### src/rtl/instruction_fetch.sv
// Fetch front end for the RV32E core.
// Drives the program ROM address, captures the returned word and buffers
// {pc, word} pairs in a small FIFO. The decoder drains the FIFO through a
// valid/ready handshake. A redirect flushes the FIFO and restarts fetch.
module instruction_fetch #(
  parameter logic [31:0] RESET_PC   = 32'h0000_0000,
  parameter int unsigned FIFO_DEPTH = 2,
  parameter logic [31:0] NOP_WORD   = 32'h0000_0013
) (
  input  logic        clk,
  input  logic        rst,
  output logic [31:0] addr_bus,
  input  logic [31:0] data_bus,
  input  logic        redirect_valid,
  input  logic [31:0] redirect_pc,
  output logic        instr_valid,
  input  logic        instr_ready,
  output logic [31:0] instr,
  output logic [31:0] instr_pc
);

  localparam int unsigned PTR_W = $clog2(FIFO_DEPTH);
  localparam int unsigned CNT_W = PTR_W + 1;

  localparam logic [CNT_W-1:0] FULL_CNT    = CNT_W'(FIFO_DEPTH);
  localparam logic [CNT_W-1:0] CNT_ONE     = CNT_W'(1);
  localparam logic [PTR_W-1:0] PTR_ONE     = PTR_W'(1);
  localparam logic [31:0]      RESET_FETCH = {RESET_PC[31:2], 2'b00};

  logic [31:0]      fetch_pc;
  logic [PTR_W-1:0] rd_ptr;
  logic [PTR_W-1:0] wr_ptr;
  logic [CNT_W-1:0] count;

  logic [31:0] mem_pc   [FIFO_DEPTH];
  logic [31:0] mem_word [FIFO_DEPTH];

  logic pop_req;
  logic pop;
  logic push;

  // Handshake decode; a redirect cancels both the pop and the write.
  always_comb begin
    pop_req = instr_valid && instr_ready;
    pop     = pop_req && !redirect_valid;
    push    = !redirect_valid && ((count != FULL_CNT) || pop_req);
  end

  // Fetch PC, FIFO pointers and occupancy.
  always_ff @(posedge clk or posedge rst) begin
    if (rst) begin
      fetch_pc <= RESET_FETCH;
      rd_ptr   <= '0;
      wr_ptr   <= '0;
      count    <= '0;
    end else if (redirect_valid) begin
      fetch_pc <= redirect_pc & 32'hFFFF_FFFC;
      rd_ptr   <= '0;
      wr_ptr   <= '0;
      count    <= '0;
    end else begin
      if (push) begin
        fetch_pc <= fetch_pc + 32'd4;
        wr_ptr   <= wr_ptr + PTR_ONE;
      end
      if (pop) begin
        rd_ptr <= rd_ptr + PTR_ONE;
      end
      case ({push, pop})
        2'b10:   count <= count + CNT_ONE;
        2'b01:   count <= count - CNT_ONE;
        default: count <= count;
      endcase
    end
  end

  // Entry storage; no reset needed since occupancy gates every read.
  always_ff @(posedge clk) begin
    if (push) begin
      mem_pc[wr_ptr]   <= fetch_pc;
      mem_word[wr_ptr] <= data_bus;
    end
  end

  // ROM address comes straight from the register.
  always_comb begin
    addr_bus = fetch_pc;
  end

  // Head presentation to the decoder, NOP and pc 0 while empty.
  always_comb begin
    instr_valid = (count != '0);
    instr       = NOP_WORD;
    instr_pc    = '0;
    if (instr_valid) begin
      instr    = mem_word[rd_ptr];
      instr_pc = mem_pc[rd_ptr];
    end
  end

endmodule

### config.mk
export PLATFORM = sky130hd
export DESIGN_NAME = instruction_fetch
export DESIGN_NICKNAME = d
export VERILOG_FILES = /design/src/rtl/instruction_fetch.sv
export SDC_FILE = /design/constraint.sdc
export NUM_CORES = 1
export LEC_CHECK = 0
export CAP_MARGIN = 20
export CORE_ASPECT_RATIO = 0.6
export CORE_MARGIN = 10
export CORE_UTILIZATION = 45
export CTS_CLUSTER_SIZE = 14
export DETAILED_ROUTE_END_ITERATION = 10
export PLACE_DENSITY = 0.86
export SLEW_MARGIN = 15
export SYNTH_ARGS = -nofsm -noshare
export SYNTH_HDL_FRONTEND = slang
export SYNTH_SLANG_ARGS = --single-unit
### constraint.sdc
create_clock -name clk -period 5.7 [get_ports clk]
set_input_delay 1.71 -clock clk [delete_from_list [all_inputs] [get_ports clk]]
set_output_delay 1.71 -clock clk [all_outputs]
set_load 0.01 [all_outputs]
Yosys cells after proc, flatten, opt, wreduce, memory -nomap -nowiden:

Memories as Yosys holds them, arrays and structs flattened.
Cells that the tools add are included.

* register bits after elaboration: 36
* bits in writable memories: 128
* bits of input ports: 68
* output and inout port bits: 97
* word-level logic and storage cells: 35
* memories kept: 2

Memories
* mem_pc: words 2, width 32, read ports 1, clocked after Yosys merged registers in 0, wr ports 1, RTL line 35 `logic [31:0] mem_pc [FIFO_DEPTH];`
* mem_word: words 2, width 32, read ports 1, clocked after Yosys merged registers in 0, wr ports 1, RTL line 36 `logic [31:0] mem_word [FIFO_DEPTH];`

* add/sub/neg operators: 5
* equal/unequal tests: 3
* multiplexer cells: 12
* reductions and logical operators: 9

Operators by type and width (count)
* 32-bit two-way mux: 4
* 32-bit by 3-bit adder with 32-bit output, second input constant: 1
* 1-bit two-way mux: 6
* 2-bit nonzero test: 3
* 2-bit one-hot mux with 2 select lines: 1
* 1-bit logical AND: 3
* 3-bit nonzero test: 1
* 1-bit adder, second input constant: 2
* 2-bit by 1-bit adder with 2-bit output, second input constant: 1
* 2-bit by 1-bit equality test with 1-bit output, second input constant: 1
* 2-bit equality test, second input constant: 1
* 2-bit two-way mux: 1
* 2-bit != test, second input constant: 1
* 2-bit by 1-bit subtractor with 2-bit output, second input constant: 1
* 1-bit logical NOT: 1
* 1-bit logical OR: 1

Longest topological paths before layout:

* depth after elaboration: 7
* mapped depth: 7
* depth with buffers taken out: 5

Worst setup path after synthesis:

No wires, ideal clock.

* path type: in2reg
* start point: in redirect_valid
* end point: mem mem_pc[0][10] (enable)
* setup time: 558 ps
* arrival time: 6196 ps
* data required time: 5142 ps
* path slack: -1054 ps
* stages on the path: 2
* cells stage by stage: clkbuf_1 -> nor3_1

* longest elaborated chain between the ends: 4

RTL lines
* from (decl): RTL line 14 `input logic redirect_valid,`
* 1-bit logical NOT: RTL line 46 `push = !redirect_valid && ((count != FULL_CNT) || pop_req);`
* 1-bit logical AND: RTL line 46
* 1-bit two-way mux: RTL line 79 `if (push) begin`
* 1-bit two-way mux (implied by the code): RTL line 80 `mem_pc[wr_ptr] <= fetch_pc;`
* to (decl): RTL line 35

Every way passes these cells.

Worst setup path after layout:

* start point: reg count[0]
* end point: out instr_pc[23]

* longest elaborated chain between the ends: 2

RTL lines
* from (decl): RTL line 33 `logic [CNT_W-1:0] count;`
* from (signal assigned): RTL line 70 `2'b10: count <= count + CNT_ONE;`
* from (signal assigned): RTL line 71 `2'b01: count <= count - CNT_ONE;`
* from (signal assigned): RTL line 72 `default: count <= count;`
* 2-bit nonzero test: RTL line 92 `instr_valid = (count != '0);`
* 32-bit two-way mux: RTL line 95 `if (instr_valid) begin`
* to (decl): RTL line 19 `output logic [31:0] instr_pc`

Every way passes these cells.

==> results by group <==
Pwr
  • Switching power total: 796 uW
  • PwrDens: 349 nW/um^2
  • Net Sw Frac: 0.252
  • Clk pwr share: 0.377
  • Part of the power in registers: 0.459
  • Internal power: 2360 uW
  • Worst vdd rail ir drop: between 0.15 and 0.2 mV
  • LEAKAGE: 0.00309 uW
  • Comb pwr share: 0.164

Detailed routing
  • Drt wl/cell: ~20 um
  • DR vias: 4704
  • DRT Pass-1 Iters: 5
  • DRC Markers: 0
  • Drt first-iter violations: between 400 and 500
  • Routed Antenna Nets: 0
  • Vias/cell: roughly 5.5
  • Final WL: between 15 and 20 mm

Yosys
  • Synthesized cell area: between 6000 and 7000 um^2
  • Number of flops mapped to enable cells by yosys: 124
  • Yosys warns: 0
  • Yosys reg bits: 158
  • Top-area cell type share of the netlist area: 0.561
  • Syn Inst Count: roughly 490
  • Post-synthesis async set-or-reset flop share: 0.215
  • Top_reg_cell synth: edfxtp_1
  • Synth area leaders: edfxtp_1 (56%), dfrtp_1 (13%), mux2i_1 (9.5%), nor2_1 (4.6%), or4_1 (2.1%)
  • Distinct cells, synth: 39
  • Seq/Total Area, Yosys: 0.689
  • Leading area contributor after synthesis: edfxtp_1
  • Most frequent cells after synthesis: edfxtp_1 (124), nor2_1 (81), mux2i_1 (63), dfrtp_1 (34), nand2_1 (28)
  • Mean Syn Cell Area: 13.4 um^2
  • Top-count cell post-synth: edfxtp_1

Place
  • Global placement routability congestion: 0.816
  • Hpwl dp: roughly 12 mm
  • # port buffers: between 150 and 200

Critical path
  • Crit start category: flop
  • Arr. time, crit path: 2610 ps
  • CP required: between 3000 and 4000 ps
  • Reg2Reg Depth: 5
  • Worst Path Class, Setup: flop to output port
  • CP max FO: 35
  • CP endpoint kind: output port

Floorplanning
  • Core area: 14500 um^2
  • Die Y: 114 um
  • Io pins: 165
  • DIE WIDTH: about 180 um
  • DIE AREA: between 20000 and 25000 um^2
  • FP Rows: 34
  • Initial Util: 0.459

Worst hold path
  • Hold Path Depth: 0
  • Hold Crit Class: flop to flop

CTS
  • Worst-path clk slew: 70 ps
  • CTS tree: built
  • Clk sinks: 158
  • Hold Buf Count CTS: 0
  • Num CTS Buffers: 17
  • Max clock buf depth: 2
  • Post-CTS resize count: 0
  • Root buffer cell: clkbuf_16
  • CTS H-tree lvls: 4
  • Worst skew pair latency: 420 ps
  • Postcts setup bufs: 0

Global routing
  • Global-route usage over all layers: 0.170
  • Pin count of the biggest net entering global routing: 64
  • Global-route wire length before repair: 26.7 mm
  • Remaining Overflow, GRT: 0
  • Initial antenna violation count: 0
  • Vias in the first global route: 4765

Finish
  • Area Overhead vs Synth: 36.2%
  • Final net count: approximately 700
  • Fill count: about 1100
  • Ant diodes: 0
  • Final Util: 0.625
  • Share of layout cells above drive strength 1: 0.0665

Timing
  • Clock Skew: 11.6 ps
  • Setup TNS: 0 ps
  • Slew Limit Headroom: 0.255
  • RSZ-0062 raised after global routing: no
  • Final period util: 0.758
  • Worst-Margin Slew: 1120 ps
  • Achievable frequency: 0.231 GHz
  • Final hold violations: 0
  • Max Slew Vio Count: 0
  • Period minus WS final: 4320 ps
  • Final setup viols: 0

Outcome
  • Status: finished clean

Job
  • Max cap viols: 0
kinds of logic (layout without fill, tap and decap cells):
logic type,count (synthesis),in the layout,share of synthesized area
AO/OA/AOI/OAI,49,49,0.0471
XOR/XNOR,14,14,0.0185
adder cells (fa/ha/maj),1,1,0.00188
buffers and inverters,37,202,0.0249
flip-flops,158,158,0.689
multiplexers,63,63,0.0950
other,1,4,0.000565
AND/OR/NAND/NOR,171,171,0.123
registers in the layout (all words and copies together) (netlist names):
signal    flops
count         2
mem_pc       60
mem_word     64
addr_bus     30
rd_ptr        1
wr_ptr        1
layer usage:
layer	GRT usage	up-vias	wire (um)
li1	-	2143	-
met1	0.220	2303	7700
met2	0.264	239	7840
met3	0.0616	19	1530
met4	0.0452	0	150
met5	0	-	0
final cells by class:
type / instances / area (um^2) / share of cell area
Inverter: 5 / 18.8 / 0.00208
Tap cell: 198 / 248 / 0.0274
Clock buffer: 19 / 433 / 0.0479
Timing Repair Buffer: 165 / 1650 / 0.182
Clock inverter: 13 / 189 / 0.0209
Multi-Input combinational cell: 302 / 1930 / 0.213
Sequential cell: 158 / 4580 / 0.506
stage by stage:
step | hold slack [ps] | power (uW) | instances | setup slack (ps) | area (um^2)
floorplan | 538 | 1680 | 497 | 886 | 6650
global placement | 530 | 1970 | 828 | 1540 | 8420
detailed placement | 537 | 1990 | 828 | 1470 | 8420
CTS | 558 | 3180 | 860 | 1320 | 9040
global route | 587 | 3280 | 860 | 1160 | 9040
finish | 572 | 3160 | 860 | 1380 | 9040
cell usage in the layout, fill, tap and decap left out, types with 4 or more instances in the layout:
cell	netlist	final
xnor2_1	10	10
inv_1	4	4
o31ai_1	16	16
bufinv_16	0	4
o21ai_0	13	13
clkbuf_16	0	17
or4_1	19	19
nor2_1	81	80
nand3_1	12	12
nand4_1	7	7
mux2i_1	63	63
clkdlybuf4s50_1	0	158
conb_1	1	4
xor2_1	4	4
buf_4	4	6
a31oi_1	17	17
dfrtp_1	34	33
nand2_1	28	28
nor3_1	5	4
edfxtp_1	124	124
critical path, cell delays in order, from the launching register on:
cell and delay [ps]:
dfrtp_1 450, nor2_4 670, buf_4 430, nor2_1 140
clkdlybuf4s50_1 500
power groups by stage:
stage                     Clock, uW  Combinational [uW]  Sequential [uW]
after floorplan                   0                 252             1430
after global placement            0                 510             1460
after detailed placement          0                 522             1470
after CTS                      1210                 525             1450
after global routing           1260                 560             1460
final                          1190                 516             1450
worst paths after layout:
check	startpoint	to	slack, ps
min in group asynchronous	rst	addr_bus[26]	1690
max reg2reg	addr_bus[2]	addr_bus[28]	3130
max	count[0]	instr_pc[23]	1380
min reg2reg	addr_bus[27]	mem_pc[0][27]	570
max in group asynchronous	rst	rd_ptr	3640
min	addr_bus[27]	mem_pc[0][27]	570
(Power assumes the default switching activity.)
